$ cat src/rtl/fetch_queue.sv
`default_nettype none
// ============================================================================
// Module   : fetch_queue
// Purpose  : First-word-fall-through FIFO between fetch and decode, with
//            fetch stall, redirect flush and a sticky overflow flag.
// Revision : 1.0
// ============================================================================
module fetch_queue #(
    parameter int          DEPTH      = 4,
    parameter logic [31:0] RESET_ADDR = 32'h0000_0000
) (
    input  logic                     i_clk,
    input  logic                     i_rst_n,
    input  logic                     i_inst_valid,
    input  logic [31:0]              i_inst,
    input  logic [31:0]              i_fetch_pc,
    input  logic                     i_flush,
    output logic                     o_stall_fetch,
    output logic                     o_valid,
    input  logic                     i_ready,
    output logic [31:0]              o_inst,
    output logic [31:0]              o_pc,
    output logic [31:0]              o_pc_plus_4,
    output logic [$clog2(DEPTH):0]   o_count,
    output logic                     o_overflow
);

    localparam int          c_AW  = $clog2(DEPTH);
    localparam int          c_CW  = c_AW + 1;
    localparam logic [31:0] c_NOP = 32'h0000_0013;

    logic [31:0]     r_inst [DEPTH];
    logic [31:0]     r_pc   [DEPTH];
    logic [c_AW-1:0] r_rd;
    logic [c_AW-1:0] r_wr;
    logic [c_CW-1:0] r_count;
    logic            r_overflow;

    logic w_push;
    logic w_pop;
    logic w_full;
    logic w_wr_en;

    assign w_full  = (r_count == c_CW'(DEPTH));
    assign w_push  = i_inst_valid && !i_flush;
    assign w_pop   = o_valid && i_ready && !i_flush;
    // A push into a full queue only lands when the head leaves the same cycle.
    assign w_wr_en = w_push && (!w_full || w_pop);

    always_ff @(posedge i_clk) begin
        if (!i_rst_n) begin
            r_rd       <= '0;
            r_wr       <= '0;
            r_count    <= '0;
            r_overflow <= 1'b0;
            for (int i = 0; i < DEPTH; i++) begin
                r_inst[i] <= c_NOP;
                r_pc[i]   <= RESET_ADDR;
            end
        end else if (i_flush) begin
            r_count <= '0;
            r_rd    <= r_wr;
        end else begin
            if (w_wr_en) begin
                r_inst[r_wr] <= i_inst;
                r_pc[r_wr]   <= i_fetch_pc;
                r_wr         <= r_wr + c_AW'(1);
            end
            if (w_pop) begin
                r_rd <= r_rd + c_AW'(1);
            end
            if (w_wr_en && !w_pop) begin
                r_count <= r_count + c_CW'(1);
            end else if (w_pop && !w_wr_en) begin
                r_count <= r_count - c_CW'(1);
            end
            if (w_push && w_full && !w_pop) begin
                r_overflow <= 1'b1;
            end
        end
    end

    // One slot held back: fetch still delivers one pulse after stall rises.
    assign o_stall_fetch = (r_count >= c_CW'(DEPTH - 1));
    assign o_valid       = (r_count != '0);
    assign o_inst        = o_valid ? r_inst[r_rd] : c_NOP;
    assign o_pc          = r_pc[r_rd];
    assign o_pc_plus_4   = o_pc + 32'd4;
    assign o_count       = r_count;
    assign o_overflow    = r_overflow;

endmodule
`default_nettype wire

$ cat config.mk
export PLATFORM = sky130hd
export DESIGN_NAME = fetch_queue
export DESIGN_NICKNAME = d
export VERILOG_FILES = /design/src/rtl/fetch_queue.sv
export SDC_FILE = /design/constraint.sdc
export NUM_CORES = 1
export LEC_CHECK = 0
export ABC_CLOCK_PERIOD_IN_PS = 6550
export CORE_MARGIN = 1.5
export CORE_UTILIZATION = 50
export CTS_CLUSTER_SIZE = 12
export DETAILED_ROUTE_END_ITERATION = 10
export PLACE_DENSITY = 0.87
export SLEW_MARGIN = 20
export SYNTH_ARGS = -nofsm -noshare
export SYNTH_HDL_FRONTEND = slang
export SYNTH_SLANG_ARGS = --single-unit
$ cat constraint.sdc
create_clock -name i_clk -period 6.55 [get_ports i_clk]
set_input_delay 0.9825 -clock i_clk [delete_from_list [all_inputs] [get_ports i_clk]]
set_output_delay 0.9825 -clock i_clk [all_outputs]
set_load 0.05 [all_outputs]
==> out/results.md <==
| Metric | This run | Unit |
|:---|:---|:---|
| Total half-perimeter wirelength after legalization and detailed placement | 15.6 | mm |
| Crit path max fanout | 64 | - |
| Family with the most delay on the worst path | simple AND/OR/NAND/NOR gates | - |
| Number of nets in the finished design | 1095 | - |
| Maximum number of pins on one net before global-route repair | 65 | - |
| CTS max path bufs | 3 | - |
| Maxcap violations | 0 | - |
| Library cell used as clock root buffer | sky130_fd_sc_hd__clkbuf_16 | - |
| Row cnt | 56 | - |
| Nature of the critical path endpoint | output port | - |
| R2R cell count | 9 | - |
| Synthesized Nets | 940 | - |
| RSZ-0062 raised after global routing | no | - |
| Number of iterations in the first detailed-routing pass | 5 | - |
| Via count of the first global-routing pass | 7581 | - |
| Count of mapped cells out of synthesis | 868 | - |
| List of cells traversed by the critical path | mux4_2, nand4_4, nor4_1, nand3_1, xnor2_1, clkdlybuf4s50_1 | - |
| First-pass GRT wire length | 41.2 | mm |
| Overall power consumption | 4.11 | mW |
| Placer Congestion | 0.789 | - |
| Most area-hungry cell type in the Yosys netlist | sky130_fd_sc_hd__edfxtp_1 | - |
| Routed vias | 7217 | - |
| Power per standard cell area | 275 | nW/um^2 |
| Post-detailed-placement cell area | 14100 | um^2 |
| Slew Limit Fails | 0 | - |
| YS warnings | 0 | - |
| Total Negative Setup Slacks | 0 | ns |
| Total setup violations reported at the end of the flow | 0 | - |
| Netlist area before placement | 12100 | um^2 |
| Post-cts gate resize count | 0 | - |
| Layout overhead on the synthesized area | 23.4 | % |
| Largest cells by area after synthesis | sky130_fd_sc_hd__edfxtp_1 64%, sky130_fd_sc_hd__mux4_2 11%, sky130_fd_sc_hd__and2_1 5.0% | - |
| Count of buffers inserted at the top-level ports | 170 | - |
| I/O Pins | 171 | - |
| Count of hold buffers inserted by post-cts repair | 0 | - |
| Post-synthesis sequential area ratio | 65.2 | % |
| Leakage power | 5.50 | nW |
| Flip-flop and latch count after synthesis | 266 | - |
| Wire per inst | 19.7 | um |
| Worst-Margin Slew | 1.05 | ns |
| Final critical-path setup slack | 1.47 | ns |
| Worst hold path depth | 2 | - |
| Worst Setup Start Kind | flop | - |
| Clock Sinks | 266 | - |
| Maximum single-stage delay on the critical path | 0.99 | ns |
| Slowest cell on the critical path | sky130_fd_sc_hd__dfxtp_4 | - |
| Final core area utilization | 63.3 | % |
| Headroom to the max-slew limit | 29.7 | % |
| Data arrival time at the worst-slack endpoint | 4.10 | ns |
| Die footprint | 25200 | um^2 |
| Floorplan die width | 159 | um |
| Combined buffer and inverter count along the critical path | 1 | - |
| Final ANT Viol Nets | 0 | - |
| Hold/Removal Path Class | flop to flop | - |
| Final period demand of the worst path | 5.08 | ns |
| H-tree depth | 1 | - |
| Endpoint required time on the critical path | 5.57 | ns |
| Initial DRC count | 584 | - |
| Maximum vdd drop | 0.231 | mV |
| Number of stages on the worst setup path | 6 | - |
| Crit share post-route | 77.6 | % |
| Fmax | 197 | MHz |
| Fraction of post-synthesis cell area in the top cell type by area | 63.5 | % |
| Fraction of final layout cells sized beyond drive strength 1 | 12.2 | % |
| Worst Clk Skew | 0.00837 | ns |
| Cell variety after synth | 43 | - |
| Antenna violations before repair | 2 | - |
| Total count of hold-check failures in the final report | 0 | - |
| Buffers inserted by post-CTS timing repair | 0 | - |
| Final instance area | 14900 | um^2 |
| Run status | complete, no violations | - |
| Core area | 23600 | um^2 |
| CTS tree | built | - |
| Effective utilization at floorplan | 51.3 | % |
| Leftover overflow at the end of global routing | 0 | - |
| Synthesized area per cell | 13.9 | um^2 |
| Overall track demand over capacity in global routing | 22.0 | % |
| Post-detailed-route DRC marker count | 0 | - |
| Worst setup timing slack at the placement stage | 2.00 | ns |
| Drt via density | 5.29 | - |
| Total CTS buffers | 28 | - |
| Clock Latency Late Sink | 0.53 | ns |
| Detailed-route wire length | 26.8 | mm |
| Critical setup path kind | flop to output port | - |
| CTS clock-pin slew for the worst setup and hold paths | 0.06 | ns |
| Die Y-Extent | 159 | um |
[metrics by stage]
step,std cells,hold WS (ns)
2_1_floorplan,868,0.617
3_3_place_gp,1312,0.481
3_5_place_dp,1312,0.504
4_1_cts,1361,0.517
5_1_grt,1361,0.546
6_report,1363,0.513
[cell usage in the layout, fill, tap and decap left out, drive strengths merged, types with 2 or more instances in the layout]
cell type / n
nand2: 85
nand3: 11
nor3: 7
edfxtp: 256
ha: 2
nor2b: 2
or3: 5
and2: 97
and3: 3
clkdlybuf4s50: 170
dfxtp: 10
nand4: 11
inv: 71
mux4: 64
diode: 2
nor2: 135
nor4: 3
or2: 3
nand2b: 6
xor2: 14
clkinv: 3
xnor2: 20
clkbuf: 44
buf: 6
o21ai: 4
[power by group]
part	leakage, nW	total [mW]	switching, mW	internal (mW)
logic	2.39	0.611	0.393	0.219
registers	2.69	1.99	0.0367	1.95
clock network	0.426	1.51	0.619	0.895
[cells by family (layout without fill, tap and decap cells)]
kind of cell	Yosys count	in the layout	synth area share [%]
AO/OA/AOI/OAI	7	7	0.320
adder cells (fa/ha/maj)	3	3	0.372
multiplexers	65	65	12.1
flip-flops	266	266	65.2
other	0	2	0
AND/OR/NAND/NOR	372	372	15.4
buffers and inverters	121	295	4.22
XOR/XNOR	34	34	2.46
[final timing paths]
| path | from | end | slack [ns] |
|---|---|---|---|
| max reg2reg | o_count[1] | o_count[2] | 3.66 |
| min reg2reg | o_overflow | o_overflow | 0.51 |
| max | flop | o_pc_plus_4[27] | 1.47 |
| min | o_overflow | o_overflow | 0.51 |
[tightest hold or removal path: cells and delay by family (launching register included)]
family           cells  cell delay (ns)
AO/OA/AOI/OAI        1             0.05
flip-flops           1             0.33
AND/OR/NAND/NOR      1             0.10
[final cells by class]
cell class	count	area, um^2
fillers	1796	8680
flip-flops and latches	266	7900
multi-input cells	481	3750
repair buffers	176	1750
clock buffers	44	822
well taps	319	399
inverters	70	263
clock inverters	5	53.8
diodes	2	5.00
[sequential cells by signal, indices dropped and copies added (netlist names), named ones only]
register / flops
o_count: 3
o_overflow: 1
r_inst: 128
r_pc: 128
r_rd: 2
r_wr: 2
[per-layer routing]
layer / share of wire [%] / vias to the layer above / global-route usage, %
met1: 39 / 3558 / 26.9
met3: 6.9 / 42 / 4.25
met5: 0 / - / 0
met4: 2.2 / 0 / 5.92
met2: 52 / 251 / 39.8
li1: - / 3366 / -
[synth_stat cells, drive strengths merged]
cell type and n:
edfxtp 256, nor2 135, and2 97, nand2 85
inv 70, mux4 64, clkbuf 34, xnor2 20
buf 17, xor2 14, nand3 11, nand4 11
dfxtp 10, nor3 7, nand2b 6, or3 5
o21ai 4, and3 3, nor4 3, or2 3
ha 2, nor2b 2, a21o 1, a21oi 1
a31oi 1, and4 1, fa 1, mux2i 1
nor3b 1, nor4b 1, or4 1
No activity file was read; power rests on OpenSTA's default activity.
